`config.mk`:
```
export PLATFORM = sky130hd
export DESIGN_NAME = disp_page_sched
export DESIGN_NICKNAME = d
export VERILOG_FILES = /design/src/rtl/disp_page_sched_pkg.sv /design/src/rtl/disp_page_sched_clamp.sv /design/src/rtl/disp_page_sched.sv
export SDC_FILE = /design/constraint.sdc
export NUM_CORES = 1
export LEC_CHECK = 0
export CORE_UTILIZATION = 51
export CTS_BUF_LIST = sky130_fd_sc_hd__clkbuf_4
export DETAILED_ROUTE_END_ITERATION = 7
export GPL_ROUTABILITY_DRIVEN = 0
export GPL_TIMING_DRIVEN = 0
export PLACE_DENSITY = 0.92
export SLEW_MARGIN = 15
export SYNTH_ARGS = -nofsm -noshare
export SYNTH_HDL_FRONTEND = slang
export SYNTH_SLANG_ARGS = --single-unit
```
`constraint.sdc`:
```
create_clock -name Clk -period 3.26 [get_ports Clk]
set_clock_uncertainty 0.15 [all_clocks]
set_input_delay 0.652 -clock Clk [delete_from_list [all_inputs] [get_ports Clk]]
set_output_delay 0.652 -clock Clk [all_outputs]
set_load 0.01 [all_outputs]
```
`src/rtl/disp_page_sched_pkg.sv`:
```
// Shared constants and helpers for the display page scheduler.
package disp_page_sched_pkg;

  localparam int unsigned PG_W      = 2;
  localparam int unsigned NUM_PG    = 3;
  localparam int unsigned CLAMP_MAX = 99;

  localparam logic [PG_W-1:0] PG_STATUS = 2'd0;
  localparam logic [PG_W-1:0] PG_CONFIG = 2'd1;
  localparam logic [PG_W-1:0] PG_ALERT  = 2'd2;

  localparam logic [1:0] ST_IDLE   = 2'd0;
  localparam logic [1:0] ST_SHOW   = 2'd1;
  localparam logic [1:0] ST_SWITCH = 2'd2;

  // Highest-priority requester: alert > config > status (status when none).
  function automatic logic [PG_W-1:0] pick_win(input logic [NUM_PG-1:0] req);
    if (req[PG_ALERT])       return PG_ALERT;
    else if (req[PG_CONFIG]) return PG_CONFIG;
    else                     return PG_STATUS;
  endfunction

  // Page index to one-hot grant vector.
  function automatic logic [NUM_PG-1:0] pg_onehot(input logic [PG_W-1:0] pg);
    return 3'b001 << pg;
  endfunction

endpackage

```
`src/rtl/disp_page_sched_clamp.sv`:
```
// Combinational clamp of a page value to the two-digit range 0..99.
module page_clamp
  import disp_page_sched_pkg::*;
#(
  parameter int unsigned VAL_W = 7
) (
  input  logic [VAL_W-1:0] val,
  output logic [VAL_W-1:0] val_c
);

  // Saturate anything above the two-digit limit.
  always_comb begin
    val_c = val;
    if (32'(val) > CLAMP_MAX) val_c = VAL_W'(CLAMP_MAX);
  end

endmodule

```
`src/rtl/disp_page_sched.sv`:
```
// Shares one 4-digit display between status, config and alert pages with
// fixed priority, minimum dwell, a blank gap on page changes and alert blink.
module disp_page_sched
  import disp_page_sched_pkg::*;
#(
  parameter int unsigned VAL_W       = 7,
  parameter int unsigned DWELL_TICKS = 1000,
  parameter int unsigned BLINK_HALF  = 250,
  parameter int unsigned CNT_W       = 10
) (
  input  logic              Clk,
  input  logic              Rst,
  input  logic              tick,
  input  logic [2:0]        req,
  input  logic [VAL_W-1:0]  st_hi,
  input  logic [VAL_W-1:0]  st_lo,
  input  logic [VAL_W-1:0]  cf_hi,
  input  logic [VAL_W-1:0]  cf_lo,
  input  logic [VAL_W-1:0]  al_hi,
  input  logic [VAL_W-1:0]  al_lo,
  output logic [2:0]        grant,
  output logic [VAL_W-1:0]  out_hi,
  output logic [VAL_W-1:0]  out_lo,
  output logic              blank
);

  logic [1:0]       state_q, state_d;
  logic [PG_W-1:0]  pg_q, pg_d;
  logic [2:0]       grant_q, grant_d;
  logic [VAL_W-1:0] out_hi_q, out_hi_d;
  logic [VAL_W-1:0] out_lo_q, out_lo_d;
  logic             blank_q, blank_d;
  logic [CNT_W-1:0] dwell_q, dwell_d;
  logic [CNT_W-1:0] blink_cnt_q, blink_cnt_d;
  logic             blink_ph_q, blink_ph_d;

  logic [PG_W-1:0]  win_pg;
  logic             any_req;
  logic             leave_show;
  logic [PG_W-1:0]  sel_pg;
  logic [VAL_W-1:0] raw_hi, raw_lo;
  logic [VAL_W-1:0] hi_c, lo_c;

  // Arbitration: winner and the reasons to leave the shown page.
  always_comb begin
    win_pg     = pick_win(req);
    any_req    = |req;
    leave_show = (req[PG_ALERT] && (pg_q != PG_ALERT))
               || !req[pg_q]
               || ((dwell_q == '0) && any_req && (win_pg != pg_q));
    sel_pg     = (state_q == ST_SHOW) ? pg_q : win_pg;
  end

  // Source mux for the page about to be registered.
  always_comb begin
    raw_hi = '0;
    raw_lo = '0;
    case (sel_pg)
      PG_STATUS: begin raw_hi = st_hi; raw_lo = st_lo; end
      PG_CONFIG: begin raw_hi = cf_hi; raw_lo = cf_lo; end
      PG_ALERT:  begin raw_hi = al_hi; raw_lo = al_lo; end
      default:   begin raw_hi = '0;    raw_lo = '0;    end
    endcase
  end

  page_clamp #(.VAL_W(VAL_W)) u_clamp_hi (.val(raw_hi), .val_c(hi_c));
  page_clamp #(.VAL_W(VAL_W)) u_clamp_lo (.val(raw_lo), .val_c(lo_c));

  // Next-state and registered-output logic.
  always_comb begin
    state_d     = state_q;
    pg_d        = pg_q;
    grant_d     = grant_q;
    out_hi_d    = out_hi_q;
    out_lo_d    = out_lo_q;
    blank_d     = blank_q;
    dwell_d     = dwell_q;
    blink_cnt_d = blink_cnt_q;
    blink_ph_d  = blink_ph_q;

    case (state_q)
      ST_IDLE, ST_SWITCH: begin
        if (any_req) begin
          state_d     = ST_SHOW;
          pg_d        = win_pg;
          grant_d     = pg_onehot(win_pg);
          out_hi_d    = hi_c;
          out_lo_d    = lo_c;
          blank_d     = 1'b0;
          dwell_d     = CNT_W'(DWELL_TICKS);
          blink_cnt_d = CNT_W'(BLINK_HALF);
          blink_ph_d  = 1'b0;
        end else begin
          state_d = ST_IDLE;
          grant_d = '0;
          blank_d = 1'b1;
        end
      end
      ST_SHOW: begin
        if (leave_show) begin
          state_d = ST_SWITCH;
          grant_d = '0;
          blank_d = 1'b1;
        end else begin
          out_hi_d = hi_c;
          out_lo_d = lo_c;
          if (tick && (dwell_q != '0)) dwell_d = dwell_q - CNT_W'(1);
          if (pg_q == PG_ALERT) begin
            if (tick) begin
              if (blink_cnt_q <= CNT_W'(1)) begin
                blink_cnt_d = CNT_W'(BLINK_HALF);
                blink_ph_d  = ~blink_ph_q;
              end else begin
                blink_cnt_d = blink_cnt_q - CNT_W'(1);
              end
            end
            blank_d = blink_ph_d;
          end else begin
            blank_d = 1'b0;
          end
        end
      end
      default: begin
        state_d = ST_IDLE;
        grant_d = '0;
        blank_d = 1'b1;
      end
    endcase
  end

  // State and output registers with asynchronous reset.
  always_ff @(posedge Clk or posedge Rst) begin
    if (Rst) begin
      state_q     <= ST_IDLE;
      pg_q        <= PG_STATUS;
      grant_q     <= '0;
      out_hi_q    <= '0;
      out_lo_q    <= '0;
      blank_q     <= 1'b1;
      dwell_q     <= '0;
      blink_cnt_q <= '0;
      blink_ph_q  <= 1'b0;
    end else begin
      state_q     <= state_d;
      pg_q        <= pg_d;
      grant_q     <= grant_d;
      out_hi_q    <= out_hi_d;
      out_lo_q    <= out_lo_d;
      blank_q     <= blank_d;
      dwell_q     <= dwell_d;
      blink_cnt_q <= blink_cnt_d;
      blink_ph_q  <= blink_ph_d;
    end
  end

  assign grant  = grant_q;
  assign out_hi = out_hi_q;
  assign out_lo = out_lo_q;
  assign blank  = blank_q;

endmodule

```
==> results.txt, run 1 <==
----------------------------------------------------
[Logic synthesis]
  Yosys reg bits ... 43
  Most frequent cells after synthesis ... sky130_fd_sc_hd__dfrtp_1, sky130_fd_sc_hd__nand2_1, sky130_fd_sc_hd__nor2_1, sky130_fd_sc_hd__mux2i_1, sky130_fd_sc_hd__o21ai_0
  Net Count, Synth ... 328
  Largest family of logic cells by synthesized area ... simple AND/OR/NAND/NOR gates
  Area fraction in compound gates after synthesis ... 0.161
  Synthesized-area fraction occupied by adder cells ... 0.0195
  EDFF count, synth ... 0
  Xor/xnor cell area share of the yosys netlist ... 0.0273
  Share of the synthesized area in the top cell type ... 0.410
  Proportion of synthesized area in mux cells ... 0.0790
  Synthesized area ... 2560 µm²
  Post-synthesis simple-gate area fraction ... 0.239
  Library cell with the largest summed area after synthesis ... sky130_fd_sc_hd__dfrtp_1
  Post-Synthesis Cells ... 276
  Avg Inst Size Synth ... 9.29 µm²
  Prevailing post-synth register cell ... sky130_fd_sc_hd__dfrtp_1
  Count of warnings emitted by yosys ... 0
  Fraction of registers with async set or reset after synthesis ... 1.00
  Proportion of synthesized chip area in sequential cells ... 0.420
  Leading post-synthesis cells by cell area ... sky130_fd_sc_hd__dfrtp_1, sky130_fd_sc_hd__mux2i_1, sky130_fd_sc_hd__nand2_1, sky130_fd_sc_hd__nor2_1, sky130_fd_sc_hd__o21ai_0
  Number of distinct library cell variants in the gate-level netlist after synthesis ... 59

[Pwr]
  Switching power ... 1.13 mW
  Reg power frac ... 0.305
  Leakage power summed over all cells ... 1.45 nW
  Pwr per Cell Area ... 815 nW/µm²
  Net switching fraction of the power ... 0.408
  Clock group share of total power ... 0.127
  Combinational fraction of design power ... 0.568
  VDD IR max ... 0.000416 V
  Internal power summed over all cells ... 1.64 mW

[Final layout]
  Net count of the finished layout ... 400
  Final Core Density ... 0.710
  Non-Filler Instances ... 416
  Fraction of layout cells with a size suffix above 1 ... 0.138
  Number of antenna cells inserted ... 0
  Synthesis-to-layout area growth ... 32.5%

[Timing]
  Final number of max-transition violations ... 0
  Worst slew slack as a fraction of its limit ... 0.586
  RSZ-0062 raised after global routing ... false
  Final Hold Viols ... 0
  Period utilization ... 0.848
  Worst slew pin tran ... 0.617 ns
  Setup_tns ... 0 ns
  Final setup viols ... 0
  Fmax achieved ... 0.362 GHz
  Crit path time final ... 2.77 ns
  Least setup slack across all paths after layout ... 0.495 ns

[Floorplanning]
  Die width ... 72.9 µm
  Std-Cell Rows ... 25
  Boundary Pins ... 66
  Overall die area ... 5320 µm²
  Die Y-Extent ... 72.9 µm
  Initial Utilization ... 0.536
  Floorplan Core Area ... 4790 µm²

[Global route]
  Global-route wire length before repair ... 9.80 mm
  Pin count of the biggest net entering global routing ... 26
  Antenna violations before repair ... 0
  Remaining Overflow, GRT ... 0
  Vias in the first global route ... 2,283
  Tot GR Track Use ... 0.243

[Placed design]
  Placed Instances ... 408
  Final HPWL DP ... 4.60 mm
  Worst setup slack before clock tree synthesis ... 0.110 ns
  Port Buffers ... 64

[Worst setup path]
  Setup crit start kind ... input pin
  Launch instance of the worst register-to-register path ... dwell_q[0]$_DFFE_PP0P_
  CP Buf/Inv Count ... 1
  Cell family contributing the most delay on the critical path ... simple AND/OR/NAND/NOR gates
  Launch point of the critical path ... req[1]
  Crit path max-delay cell type ... sky130_fd_sc_hd__or4_1
  Critical path class ... input pin to register
  Sort of element at the end of the critical path ... register
  Critical path cell sequence ... clkdlybuf4s50_1 -> and2b_2 -> mux2i_4 -> mux2i_1 -> nor2_1 -> or4_1 -> a21o_1 -> o22a_1
  Signal arrival time at the worst endpoint ... 2.89 ns
  Crit path largest cell delay ... 0.53 ns
  Critical path data required time ... 3.38 ns
  Critical-path maximum fanout ... 6

[Clock tree]
  Clock-pin slew reported for the worst setup and hold paths after clock tree synthesis ... 0.13 ns
  Hold Buf Count CTS ... 0
  TritonCTS Buffers ... 5
  Clock Tree Root ... sky130_fd_sc_hd__clkbuf_4
  Clock sinks ... 43
  Later-pin clock latency in the skew report ... 0.36 ns
  Clock tree buffer depth ... 2
  Post-CTS sizing ... 0
  TritonCTS clock tree ... yes
  Number of setup buffers added after CTS ... 0
  Htree depth ... 2

[Drt]
  Total iterations of the first detailed-routing run ... 4
  Via density per instance ... 5.52
  Drt wl/cell ... 13.9 µm
  First DRT Iteration DRCs ... 88
  DRC violation count after routing ... 0
  Post-detailed-routing wire length ... 5.79 mm
  Detailed-route via count ... 2,295
  Antenna-violating nets left ... 0

[Hold path]
  Path class of the lowest-slack min-delay path ... register to register
  Worst hold path startpoint ... out_hi[2]$_DFFE_PP0P_

[Flow run]
  Total of max-cap violations ... 0

[Outcome]
  Run status ... finished, final reports clean

----------------------------------------------------
## worst paths after layout
| check | end | slack (ns) | depth (start not counted) |
|---|---|---|---|
| worst min register to register | out_hi[2]$_DFFE_PP0P_ | 0.33 | 2 |
| worst max register to register | out_hi[6]$_DFFE_PP0P_ | 0.66 | 11 |
| min in group asynchronous | out_hi[4]$_DFFE_PP0P_ | 0.46 | 2 |
| worst max-delay path | out_lo[0]$_DFFE_PP0P_ | 0.49 | 8 |
| worst min-delay path | out_hi[2]$_DFFE_PP0P_ | 0.33 | 2 |
| max in group asynchronous | blink_cnt_q[5]$_DFFE_PP0P_ | 2.03 | 3 |
## per-layer routing
layer	vias up	global-route usage	wire, µm
li1	1119	-	-
met4	0	0.107	148
met5	-	0	0
met1	1055	0.259	2290
met3	18	0.0843	507
met2	103	0.435	2840
## worst min-delay path: stages (launching register included)
cell	delay, ns
sky130_fd_sc_hd__dfrtp_1	0.36
sky130_fd_sc_hd__nand2_1	0.05
sky130_fd_sc_hd__nand2_1	0.05
## cell usage in the layout, fill, tap and decap left out, types with 7 or more instances in the layout
master	synthesis	routed
sky130_fd_sc_hd__a21oi_1	9	9
sky130_fd_sc_hd__nand2_1	42	42
sky130_fd_sc_hd__clkdlybuf4s50_1	0	64
sky130_fd_sc_hd__o21ai_0	13	13
sky130_fd_sc_hd__dfrtp_1	42	42
sky130_fd_sc_hd__nor2_1	23	23
sky130_fd_sc_hd__clkbuf_4	1	8
sky130_fd_sc_hd__nand3_1	8	8
sky130_fd_sc_hd__inv_1	9	8
sky130_fd_sc_hd__mux2i_1	18	18
sky130_fd_sc_hd__o31ai_1	7	7
sky130_fd_sc_hd__xnor2_1	7	7
sky130_fd_sc_hd__nor3_1	11	11
## layout make-up
class	instances	area (µm²)
fillers	350	1390
multi-input cells	210	1350
flip-flops and latches	43	1080
repair buffers	65	668
plain buffers	13	100
well taps	67	83.8
clock buffers	7	52.6
inverters	10	37.5
clock inverters	1	30.0
## cells by family after synthesis
family | count (synthesis)
AO/OA/AOI/OAI | 61
multiplexers | 19
buffers and inverters | 23
AND/OR/NAND/NOR | 118
flip-flops | 43
XOR/XNOR | 8
adder cells (fa/ha/maj) | 4
## flip-flops by register name, summed over array words and instances, names as in the netlist
signal and count:
blank 1, pg_q 2, out_lo 7, grant 3, dwell_q 10, blink_ph_q 1, out_hi 7, blink_cnt_q 10
state_q 2
## stage by stage
stage	total power [mW]	hold WS, ns	area (µm²)
2_1_floorplan	1.91	0.316	2560
3_3_place_gp	2.36	0.302	3290
3_5_place_dp	2.42	0.314	3320
4_1_cts	2.77	0.342	3400
5_1_grt	2.97	0.359	3400
6_report	2.77	0.334	3400
## power groups by stage
stage / clock [mW] / combinational (mW) / sequential [mW]
detailed placement: 0 / 1.57 / 0.853
floorplan: 0 / 1.03 / 0.876
global placement: 0 / 1.51 / 0.844
global route: 0.370 / 1.73 / 0.867
finish: 0.351 / 1.57 / 0.844
CTS: 0.355 / 1.58 / 0.843
No activity file was read; power rests on OpenSTA's default activity.
==> inputs of run 2 (changes only) <==
==> constraint.sdc (replaced) <==
create_clock -name Clk -period 2.9 [get_ports Clk]
set_clock_uncertainty 0.15 [all_clocks]
set_input_delay 0.58 -clock Clk [delete_from_list [all_inputs] [get_ports Clk]]
set_output_delay 0.58 -clock Clk [all_outputs]
set_load 0.01 [all_outputs]
==> results of run 2 <==
Same layout as run 1 (identical final DEF). Status: finished, final reports clean.
Among the figures that moved: setup slack after placement 0.110 ns -> -0.178 ns; setup slack after layout 0.495 ns -> 0.207 ns; hold slack 0.334 ns -> 0.291 ns; register-to-register setup slack 0.66 ns -> 0.30 ns; end point of the worst hold path out_hi[2]$_DFFE_PP0P_ -> pg_q[0]$_DFFE_PP0P_; total power 2.77 mW -> 3.11 mW; worst IR drop on VDD 0.000416 V -> 0.000467 V
